[src/rtl/vga_pkg.sv]
// Shared VGA constants and the dot position record used by the overlay and its bench.
package vga_pkg;
    localparam int VIDEO_WIDTH  = 640;
    localparam int VIDEO_HEIGHT = 480;
    localparam int COLOR_W      = 12;
    localparam int POS_X_W      = 10;
    localparam int POS_Y_W      = 9;
    localparam int RESET_DOT_X  = 320;
    localparam int RESET_DOT_Y  = 240;

    typedef struct packed {
        logic [POS_X_W-1:0] x;
        logic [POS_Y_W-1:0] y;
    } dot_pos_t;
endpackage

[src/rtl/vga_dot_cmp.sv]
// Combinational test: does pixel (px,py) fall inside the DOT_SIZE square anchored at (dot_x,dot_y)?
module vga_dot_cmp #(
    parameter int X_WIDTH  = 10,
    parameter int Y_WIDTH  = 9,
    parameter int DOT_SIZE = 1
) (
    input  logic [X_WIDTH-1:0] px,
    input  logic [Y_WIDTH-1:0] py,
    input  logic [X_WIDTH-1:0] dot_x,
    input  logic [Y_WIDTH-1:0] dot_y,
    output logic               in_dot
);
    import vga_pkg::*;

    localparam logic [X_WIDTH:0] SIZE_X = (X_WIDTH+1)'(DOT_SIZE);
    localparam logic [Y_WIDTH:0] SIZE_Y = (Y_WIDTH+1)'(DOT_SIZE);

    logic [X_WIDTH:0] x_end;
    logic [Y_WIDTH:0] y_end;

    // One extra bit on the far edge so a dot near the border never wraps to 0.
    always_comb begin
        x_end  = {1'b0, dot_x} + SIZE_X;
        y_end  = {1'b0, dot_y} + SIZE_Y;
        in_dot = (px >= dot_x) && ({1'b0, px} < x_end) &&
                 (py >= dot_y) && ({1'b0, py} < y_end);
    end
endmodule

[src/rtl/vga_dot_overlay.sv]
// Dot sprite overlay for the VGA colour path; define DOT_DOUBLE_BUFFER_EN for
// shadow/active position tables swapped on the rising edge of screenEnd.
module vga_dot_overlay #(
    parameter int                 NUM_DOTS  = 20,
    parameter int                 X_WIDTH   = 10,
    parameter int                 Y_WIDTH   = 9,
    parameter int                 DOT_SIZE  = 1,
    parameter int                 COLOR_W   = 12,
    parameter logic [COLOR_W-1:0] DOT_COLOR = '0,
    parameter int                 RESET_X   = 320,
    parameter int                 RESET_Y   = 240
) (
    input  logic               clk,
    input  logic               reset,
    input  logic               pix_en,
    input  logic               screenEnd,
    input  logic [X_WIDTH-1:0] x,
    input  logic [Y_WIDTH-1:0] y,
    input  logic [COLOR_W-1:0] bgColor,
    input  logic               dotWren,
    input  logic               is_Yloc,
    input  logic [31:0]        dotID,
    input  logic [31:0]        dotLoc,
    output logic               wr_ready,
    output logic               wr_err,
    output logic               frameTick,
    output logic               hit,
    output logic [COLOR_W-1:0] colorOut
);
    import vga_pkg::*;

    localparam logic [X_WIDTH-1:0] RST_X = X_WIDTH'(RESET_X);
    localparam logic [Y_WIDTH-1:0] RST_Y = Y_WIDTH'(RESET_Y);

    // Write handshake: a write is taken on any clk edge where dotWren && wr_ready;
    // the requester must hold dotWren and its payload until it sees wr_ready.
    logic [X_WIDTH-1:0] act_x [NUM_DOTS];
    logic [Y_WIDTH-1:0] act_y [NUM_DOTS];
    logic               screen_end_q;
    logic               swap;
    logic               id_ok;
    logic               wr_fire;
    logic [NUM_DOTS-1:0] dot_hits;
    logic [COLOR_W-1:0] bg_q;
    logic               unused_loc;

    assign swap       = screenEnd && !screen_end_q;
    assign id_ok      = dotID < 32'(NUM_DOTS);
    assign wr_fire    = dotWren && wr_ready;
    assign unused_loc = ^dotLoc;

`ifdef DOT_DOUBLE_BUFFER_EN
    logic [X_WIDTH-1:0] sh_x [NUM_DOTS];
    logic [Y_WIDTH-1:0] sh_y [NUM_DOTS];

    // Stalling writes during the swap cycle keeps the copy free of races.
    assign wr_ready = !swap;

    always_ff @(posedge clk or posedge reset) begin
        if (reset) begin
            for (int i = 0; i < NUM_DOTS; i++) begin
                sh_x[i]  <= RST_X;
                sh_y[i]  <= RST_Y;
                act_x[i] <= RST_X;
                act_y[i] <= RST_Y;
            end
        end else begin
            for (int i = 0; i < NUM_DOTS; i++) begin
                if (wr_fire && dotID == 32'(i)) begin
                    if (is_Yloc) sh_y[i] <= dotLoc[Y_WIDTH-1:0];
                    else         sh_x[i] <= dotLoc[X_WIDTH-1:0];
                end
                if (swap) begin
                    act_x[i] <= sh_x[i];
                    act_y[i] <= sh_y[i];
                end
            end
        end
    end
`else
    assign wr_ready = 1'b1;

    // Single table: writes show up on the next pixel, tearing allowed.
    always_ff @(posedge clk or posedge reset) begin
        if (reset) begin
            for (int i = 0; i < NUM_DOTS; i++) begin
                act_x[i] <= RST_X;
                act_y[i] <= RST_Y;
            end
        end else begin
            for (int i = 0; i < NUM_DOTS; i++) begin
                if (wr_fire && dotID == 32'(i)) begin
                    if (is_Yloc) act_y[i] <= dotLoc[Y_WIDTH-1:0];
                    else         act_x[i] <= dotLoc[X_WIDTH-1:0];
                end
            end
        end
    end
`endif

    for (genvar g = 0; g < NUM_DOTS; g++) begin : g_cmp
        vga_dot_cmp #(
            .X_WIDTH (X_WIDTH),
            .Y_WIDTH (Y_WIDTH),
            .DOT_SIZE(DOT_SIZE)
        ) u_cmp (
            .px    (x),
            .py    (y),
            .dot_x (act_x[g]),
            .dot_y (act_y[g]),
            .in_dot(dot_hits[g])
        );
    end

    always_ff @(posedge clk or posedge reset) begin
        if (reset) begin
            screen_end_q <= 1'b0;
            frameTick    <= 1'b0;
            wr_err       <= 1'b0;
            hit          <= 1'b0;
            bg_q         <= '0;
        end else begin
            screen_end_q <= screenEnd;
            frameTick    <= swap;
            wr_err       <= wr_fire && !id_ok;
            if (pix_en) begin
                hit  <= |dot_hits;
                bg_q <= bgColor;
            end
        end
    end

    assign colorOut = hit ? DOT_COLOR : bg_q;
endmodule

[config.mk]
export PLATFORM = sky130hd
export DESIGN_NAME = vga_dot_overlay
export DESIGN_NICKNAME = d
export VERILOG_FILES = /design/src/rtl/vga_pkg.sv /design/src/rtl/vga_dot_cmp.sv /design/src/rtl/vga_dot_overlay.sv
export SDC_FILE = /design/constraint.sdc
export NUM_CORES = 1
export LEC_CHECK = 0
export ABC_AREA = 1
export BUFFER_PORTS_ARGS = -buffer_cell sky130_fd_sc_hd__clkbuf_2
export CORE_MARGIN = 5
export CORE_UTILIZATION = 50
export CTS_CLUSTER_DIAMETER = 50
export CTS_CLUSTER_SIZE = 24
export DETAILED_ROUTE_END_ITERATION = 8
export GPL_TIMING_DRIVEN = 0
export PLACE_DENSITY = 0.67
export SLEW_MARGIN = 10
export SYNTH_ARGS = -nofsm -noshare
export SYNTH_HDL_FRONTEND = slang
export SYNTH_SLANG_ARGS = --single-unit
[constraint.sdc]
create_clock -name clk -period 21.2 [get_ports clk]
set_clock_uncertainty 0.1 [all_clocks]
set_input_delay 6.36 -clock clk [delete_from_list [all_inputs] [get_ports clk]]
set_output_delay 6.36 -clock clk [all_outputs]
set_load 0.005 [all_outputs]
* Word-level counts from Yosys, hierarchy flattened *
Cells that the tools add are included.

word-level totals
  output and inout bits = 16
  flip-flop bits (word level) = 396

operators by class
  order comparisons = 81
  multiplexer cells = 1
  reduce and logical (&&, ||, !) cells = 126
  equality and inequality tests = 19
  bitwise logic cells = 1
  add/subtract/negate cells = 40

operator list
  operator                                              number
  == test 32 x 4 -> 1 bit (second input constant)       8
  adder 10 x 1 -> 11 bit (second input constant)        20
  < comparator 10 x 11 -> 1 bit                         20
  adder 9 x 1 -> 10 bit (second input constant)         20
  >= comparator 10 bit                                  20
  < comparator 9 x 10 -> 1 bit                          20
  >= comparator 9 bit                                   20
  == test 32 x 3 -> 1 bit (second input constant)       4
  == test 32 x 5 -> 1 bit (second input constant)       4
  logical AND 1 bit                                     82
  AND reduction 2 bit                                   40
  == test 32 x 2 -> 1 bit (second input constant)       2
  == test 32 x 1 -> 1 bit (second input constant)       1
  logical NOT 32 bit                                    1
  < comparator 32 x 5 -> 1 bit (second input constant)  1
  OR reduction 20 bit                                   1
  2-to-1 mux 12 bit                                     1
  logical NOT 1 bit                                     2
  inverter 1 bit                                        1

* Depth between registers and ports, before layout *
Gate-level depths: netlist (run 1).

  depth after elaboration = 6
  gate-level depth with buffers = 22

* Cells and area by module *
A second synthesis (run 1) with hierarchy kept.

unflattened totals
  cell total of the unflattened synthesis = 5960
  area total of the unflattened synthesis = 43027.5 µm²

modules (own cells, without submodules)
  module                              instances  cells each  sequential area each (µm²)  area each (µm²)
  vga_dot_overlay                     1          1894        10059.6                     17251.5
  vga_dot_cmp at g_cmp[0].u_cmp ...   10         214         0.0                         1321.3
  vga_dot_cmp at g_cmp[13].u_cmp ...  9          193         0.0                         1258.7
  vga_dot_cmp at g_cmp[14].u_cmp      1          189         0.0                         1234.9

* Worst setup path after synthesis (run 1) *
Ideal clock, no wire load.

  path kind = input port to flip-flop
  from = input x[0]
  to = register hit
  data required time = 21.035 ns
  stages on the path = 17
  path slack = 12.798 ns
  data arrival time = 8.237 ns
  cells stage by stage = inv_1 ha_1 nand2_1 nand2_1 nand2_1 nand3_1 nand3_1 nand2_1 nor2_1 nand2_1 nor2_1 nor2_1 nand2_1 nor2_1 nand3_1 nand2_1 nand2_1

between the ends
  word-level cells in the longest chain between the ends = 5
  elaborated cells on any way between the ends = 101
  those cells by class = order compare: 40; reduce/logical: 61

RTL lines
  what                                                                          RTL line                text
  from (decl)                                                                   vga_dot_overlay.sv:17   input logic [X_WIDTH-1:0] x,
  < comparator 10 x 11 -> 1 bit / >= comparator 10 bit (equally long branches)  vga_dot_cmp.sv:25       in_dot = (px >= dot_x) && ({1'b0, px} < x_end) &&
  logical AND 1 bit (2 in series)                                               vga_dot_cmp.sv:25
  logical AND 1 bit                                                             vga_dot_cmp.sv:26       (py >= dot_y) && ({1'b0, py} < y_end);
  OR reduction 20 bit (*)                                                       vga_dot_overlay.sv:127  hit <= |dot_hits;
  to (signal assigned)                                                          vga_dot_overlay.sv:127
  to (decl)                                                                     vga_dot_overlay.sv:27   output logic hit,

Every way passes the cells marked *; elsewhere a longest branch is shown, timed or not.
A chain may end at the register's enable or synchronous reset.

* Worst setup path after layout (run 1) *
  from = input y[8]
  to = register hit

between the ends
  word-level cells in the longest chain between the ends = 4
  elaborated cells on any way between the ends = 81
  those cells by class = order compare: 40; reduce/logical: 41

RTL lines
  what                     RTL line                text
  from (decl)              vga_dot_overlay.sv:18   input logic [Y_WIDTH-1:0] y,
  >= comparator 9 bit      vga_dot_cmp.sv:26
  logical AND 1 bit        vga_dot_cmp.sv:25
  logical AND 1 bit        vga_dot_cmp.sv:26
  OR reduction 20 bit (*)  vga_dot_overlay.sv:127

Marked as above.

==> results of run 1 <==
## worst paths after layout
kind                                         from                     end  slack, ps  depth (start not counted)
max                                          y[8]         hit$_DFFE_PP0P_      12270                         16
min                        screen_end_q$_DFF_PP0_     frameTick$_DFF_PP0_        300                          1
max reg2reg                act_x[142]$_DFFE_PP0P_         hit$_DFFE_PP0P_      17700                         20
min reg2reg                screen_end_q$_DFF_PP0_     frameTick$_DFF_PP0_        300                          1
max in group asynchronous                   reset   act_y[63]$_DFFE_PP0P_      14220                          3
min in group asynchronous                   reset  screen_end_q$_DFF_PP0_       5750                          2
## cell usage in the layout, fill, tap and decap left out, types with 17 or more instances in the layout
master,instances
nand2_1,1399
ha_1,800
inv_1,678
nor2_1,433
o21ai_0,374
dfrtp_1,276
xor2_1,257
nand3_1,243
a21oi_1,235
dfstp_2,120
clkbuf_1,88
nand4_1,80
nor3_1,80
clkbuf_2,74
nand3b_1,61
clkbuf_16,56
o21ai_1,49
xnor2_1,40
o21a_1,32
a21o_1,32
buf_2,18
clkbuf_4,17
## area by class of cell
cell class	instances	share of cell area
Antenna cell	3	0.000172
Buffer	112	0.0121
Clock buffer	67	0.0341
Clock inverter	36	0.00975
Inverter	684	0.0589
Multi-Input combinational cell	4194	0.605
Sequential cell	396	0.230
Tap cell	1050	0.0300
Timing Repair Buffer	104	0.0196
## flip-flops by register name (all words and copies together) (netlist names)
register,flops
frameTick,1
wr_err,1
hit,1
act_x,200
bg_q,12
act_y,180
screen_end_q,1
## through the flow
stage | power [uW] | hold slack [ps]
2_1_floorplan | 957 | 276
3_3_place_gp | 1070 | 279
3_5_place_dp | 1090 | 286
4_1_cts | 2040 | 298
5_1_grt | 2120 | 314
6_report | 2020 | 302
## worst max-delay path: cells and delay by family
| family | cells | cell delay (ps) |
|---|---|---|
| AOI/OAI and AO/OA | 1 | 170 |
| adders and majority gates | 1 | 320 |
| buffers and inverters | 2 | 510 |
| and+or+nand+nor | 12 | 1920 |
## kinds of logic after synthesis
group,Yosys count
simple gates,2350
other cells,1
flops,396
fa+ha+maj,800
buf+inv,796
compound gates,746
xor+xnor,297
## report_power, final
part | switching [uW] | leakage [uW] | internal (uW) | total, uW
sequential | 1.19 | 0.00507 | 760 | 761
combinational | 206 | 0.0131 | 108 | 313
clock | 411 | 0.000923 | 538 | 949
total | 618 | 0.0191 | 1410 | 2020
## layer usage
metal,global-route usage,vias to the layer above
met5,0,-
met4,0.0586,4
met3,0.0394,157
met2,0.420,757
met1,0.358,16400
li1,-,18000
==> flow_metrics.env, run 1 <==
export IMPL_grt_max_degree=118
export IMPL_status="complete, no violations"
export IMPL_route_met3_wl_um=6270
export IMPL_postRouteWirelength_um=111000
export IMPL_rows=103
export IMPL_clk_pin_slew_ps=60
export IMPL_slowest_stage="nor2_1"
export IMPL_start_util=0.503
export IMPL_worst_ep_arrival_time_ps=9320
export IMPL_synth_most_common_cell="nand2_1"
export IMPL_ant_nets=0
export IMPL_post_dp_hpwl_um=77600
export IMPL_syn_to_final_growth_pct=10.4
export IMPL_async_reset_ff_frac=1.00
export IMPL_grt_pass1_wl_um=177000
export IMPL_synth_adder_area_share=0.252
export IMPL_setup_slack_ps=12270
export IMPL_rsz0062_at_grt="false"
export IMPL_clock_sinks=396
export IMPL_synth_warnings=0
export IMPL_slowest_delay_ps=430
export IMPL_post_place_ws_ps=11680
export IMPL_tritoncts="yes"
export IMPL_max_freq_mhz=112
export IMPL_via_per_inst=5.32
export IMPL_critPathRequiredTime_ps=21590
export IMPL_synthSimpleGateAreaFrac=0.250
export IMPL_clock_path_buffers=3
export IMPL_regArea_um2=10100
export IMPL_avgRoutedWirePerCell_um=16.7
export IMPL_maxCapViolCount=0
export IMPL_final_nets=6448
export IMPL_critical_path_cell_chain="clkbuf_4 > buf_16 > ha_1 > a21o_1 > nor2_1 > nand3_1 > nor2_1 > nor2_1 > nand2_1 > nor2_1 > nor2_1 > nand2_1 > nor2_1 > nand3_1 > nand2_1 > nand2_1"
export IMPL_ys_ff_latch=396
export IMPL_syn_nets=6287
export IMPL_placed_area_um2=41800
export IMPL_ys_flop_type="dfrtp_1"
export IMPL_synth_largest_area_cell="ha_1"
export IMPL_fill_cells=7630
export IMPL_cts_hold_buffers=0
export IMPL_fin_setup_tns_ps=0
export IMPL_synthCells=5386
export IMPL_synth_edf_count=0
export IMPL_endpoint_kind="flop"
export IMPL_gr_total_overflow=0
export IMPL_fin_area_um2=43800
export IMPL_clock_latency_ps=630
export IMPL_grt_usage=0.256
export IMPL_worstMarginPinSlew_ps=1160
export IMPL_hold_path_class="reg2reg"
export IMPL_synth_compound_area_frac=0.0997
export IMPL_final_util=0.555
export IMPL_critPathLaunchType="input port"
export IMPL_multiInputGateArea_um2=26500
export IMPL_route_detailed_drc=0
export IMPL_hold_violations=0
export IMPL_core_area_um2=78900
export IMPL_cp_common_cell="nor2_1"
export IMPL_vdd_drop_max_mv=0.0513
export IMPL_numCtsBuffers=55
export IMPL_first_pass_iters=6
export IMPL_synthTopCellsByCount="nand2_1 (1,399), ha_1 (800), inv_1 (681), nor2_1 (433), o21ai_0 (374)"
export IMPL_drive_gt1_frac=0.0701
export IMPL_synthTopCellsByArea="ha_1 (25%), dfrtp_1 (17%), nand2_1 (13%)"
export IMPL_cts_root_buf="clkbuf_16"
export IMPL_grt_pass1_vias=33100
export IMPL_die_area_um2=85000
export IMPL_slew_headroom=0.224
export IMPL_via_count=35300
export IMPL_path_class="in2reg"
export IMPL_num_io_pins=117
export IMPL_fin_cells=6646
export IMPL_setup_viol=0
export IMPL_ys_types=37
export IMPL_final_max_slew_violation_count=0
export IMPL_met2WireLength_um=49700
export IMPL_synth_top_family_by_area="adder cells"
export IMPL_antenna_found_initial=5
export IMPL_ys_seq_area_frac=0.254
export IMPL_routed_top_layer="met5"
export IMPL_cp_max_fo=33
export IMPL_p_leak_uw=0.0191
export IMPL_wl_met1_um=52300
export IMPL_fin_crit_ps=8930
export IMPL_postCtsSetupRepairBufs=0
export IMPL_synth_mux_area_frac=0
export IMPL_die_h_um=292
export IMPL_routabilityCongestion=0.881
export IMPL_powerDensity_nw_per_um2=46.2
export IMPL_synth_area_um2=39600
export IMPL_dp_cells=6540
export IMPL_dr_first_iter_drc_count=2497
export IMPL_cts_htree_levels=2
export IMPL_period_share=0.421
export IMPL_ctsResizeCount=0
export IMPL_synth_top_cell_area_share=0.252
export IMPL_avgSynthCellArea_um2=7.36
export IMPL_io_buffers=91
export IMPL_die_w_um=292
export IMPL_synth_xor_area_frac=0.0656
No activity file was read; power rests on OpenSTA's default activity.
==> run 2: changes to the inputs <==
clock period = 8.3 ns   (was 21.2 ns; I/O delays follow)
==> run 2 against run 1 <==
Net effect: register-to-register slack worse by 13000 ps; combinational power grew to 2.6 times the previous value; setup slack got worse by 9100 ps; clock-buffer cell count is 11 lower; final cell count is essentially flat; total power rose to 2.5 times the previous value; sequential share of layout area barely moved; non-clock buffer count up 10; worst hold slack got worse by 3.3 ps; critical path type unchanged; highest routed layer unchanged.
==> flow_metrics.env, run 2 (synthesis results as in run 1) <==
export IMPL_die_area_um2=85000
export IMPL_slowest_delay_ps=660
export IMPL_final_nets=6454
export IMPL_fin_setup_tns_ps=0
export IMPL_largest_reg_flops=200
export IMPL_period_share=0.616
export IMPL_hold_path_class="reg2reg"
export IMPL_via_count=35300
export IMPL_rsz0062_at_grt="false"
export IMPL_worst_ep_arrival_time_ps=5520
export IMPL_cts_hold_buffers=0
export IMPL_final_max_slew_violation_count=0
export IMPL_routabilityCongestion=0.883
export IMPL_whs_ps=299
export IMPL_multiInputGateArea_um2=26500
export IMPL_endpoint_kind="flop"
export IMPL_grt_pass1_vias=33600
export IMPL_path_buf_inv=1
export IMPL_clock_latency_ps=620
export IMPL_fin_crit_ps=5110
export IMPL_die_h_um=292
export IMPL_die_w_um=292
export IMPL_critical_path_cell_chain="clkbuf_4 > ha_1 > nand2_1 > a21oi_1 > nor2_1 > nand3_1 > nor2_1 > nor2_1 > nand2_1 > nor2_1 > nor2_1 > nand2_1 > nor2_1 > nand3_1 > nand2_1 > nand2_1"
export IMPL_tritoncts="yes"
export IMPL_num_io_pins=117
export IMPL_dr_first_iter_drc_count=2150
export IMPL_p_leak_uw=0.0191
export IMPL_clk_pin_slew_ps=70
export IMPL_path_class="in2reg"
export IMPL_setup_slack_ps=3190
export IMPL_setup_viol=0
export IMPL_cp_max_fo=40
export IMPL_ff2ff_path_depth=18
export IMPL_critPathLaunchType="input port"
export IMPL_post_place_ws_ps=2600
export IMPL_max_freq_mhz=196
export IMPL_start_util=0.503
export IMPL_regArea_um2=10100
export IMPL_gr_total_overflow=0
export IMPL_min_path_cells=1
export IMPL_grt_pass1_wl_um=178000
export IMPL_regMostFlops="act_x"
export IMPL_slew_headroom=0.102
export IMPL_fill_cells=7547
export IMPL_maxCapViolCount=0
export IMPL_status="complete, no violations"
export IMPL_first_pass_iters=6
export IMPL_post_dp_hpwl_um=77700
export IMPL_powerDensity_nw_per_um2=116
export IMPL_avgRoutedWirePerCell_um=16.5
export IMPL_via_per_inst=5.31
export IMPL_drive_gt1_frac=0.0711
export IMPL_hold_violations=0
export IMPL_io_buffers=91
export IMPL_reg_top3="act_x: 200 flops, act_y: 180 flops, bg_q: 12 flops"
export IMPL_ctsResizeCount=0
export IMPL_worstMarginPinSlew_ps=1350
export IMPL_syn_to_final_growth_pct=10.5
export IMPL_slowest_stage="clkbuf_4"
export IMPL_clock_sinks=396
export IMPL_grt_usage=0.255
export IMPL_grt_max_degree=41
export IMPL_critPathRequiredTime_ps=8710
export IMPL_ant_nets=0
export IMPL_cp_common_cell="nor2_1"
export IMPL_core_area_um2=78900
export IMPL_clock_path_buffers=3
export IMPL_numCtsBuffers=51
export IMPL_cts_htree_levels=2
export IMPL_cp_depth=16
export IMPL_layout_commonest_cell="nand2_1"
export IMPL_cts_root_buf="clkbuf_16"
export IMPL_route_detailed_drc=0
export IMPL_vdd_drop_max_mv=0.142
export IMPL_postRouteWirelength_um=110000
export IMPL_crit_family="simple AND/OR/NAND/NOR gates"
export IMPL_layout_common_cells="nand2_1 (1,399), ha_1 (800), inv_1 (678)"
export IMPL_postCtsSetupRepairBufs=0
export IMPL_antenna_found_initial=2
export IMPL_rows=103
run 2: cell types whose count changed in the layout (fill, tap and decap cells not counted), sizes merged:
cell / delta
clkbuf: -11
buf: +10
inv: +3
diode: -2
clkinv: +1
run 2: layout make-up:
cell class,instances,area share
clock inverters,40,0.0114
clock buffers,56,0.0300
inverters,684,0.0587
repair buffers,114,0.0236
plain buffers,112,0.0121
well taps,1050,0.0300
flip-flops and latches,396,0.230
multi-input cells,4194,0.605
diodes,1,0.0000571
run 2: worst paths after layout:
path / startpoint / slack [ps] / end
min in group asynchronous: reset / 1710 / act_x[190]$_DFFE_PP0P_
min reg2reg: screen_end_q$_DFF_PP0_ / 300 / frameTick$_DFF_PP0_
max: y[6] / 3190 / hit$_DFFE_PP0P_
min: screen_end_q$_DFF_PP0_ / 300 / frameTick$_DFF_PP0_
max in group asynchronous: reset / 4830 / act_y[97]$_DFFE_PP1P_
max reg2reg: act_y[117]$_DFFE_PP0P_ / 4900 / hit$_DFFE_PP0P_
run 2: power by group:
part           leakage, uW  switching, uW  internal (uW)
clock network     0.000876           1070           1260
logic               0.0132            524            283
registers          0.00507           3.34           1940
total               0.0191           1600           3480
run 2: per-layer routing:
metal,up-vias,share of wire,track usage
li1,18000,-,-
met1,16400,0.47,0.361
met2,717,0.45,0.420
met3,128,0.060,0.0368
met4,2,0.018,0.0502
met5,-,0.00012,0
run 2: through the flow:
stage	utilization	total power, uW	cells	area [um^2]
global route	0.555	5320	6646	43800
CTS	0.555	5120	6646	43800
detailed placement	0.533	2780	6550	42000
finish	0.556	5080	6647	43800
floorplan	-	2450	5386	39700
global placement	0.525	2730	6527	41400
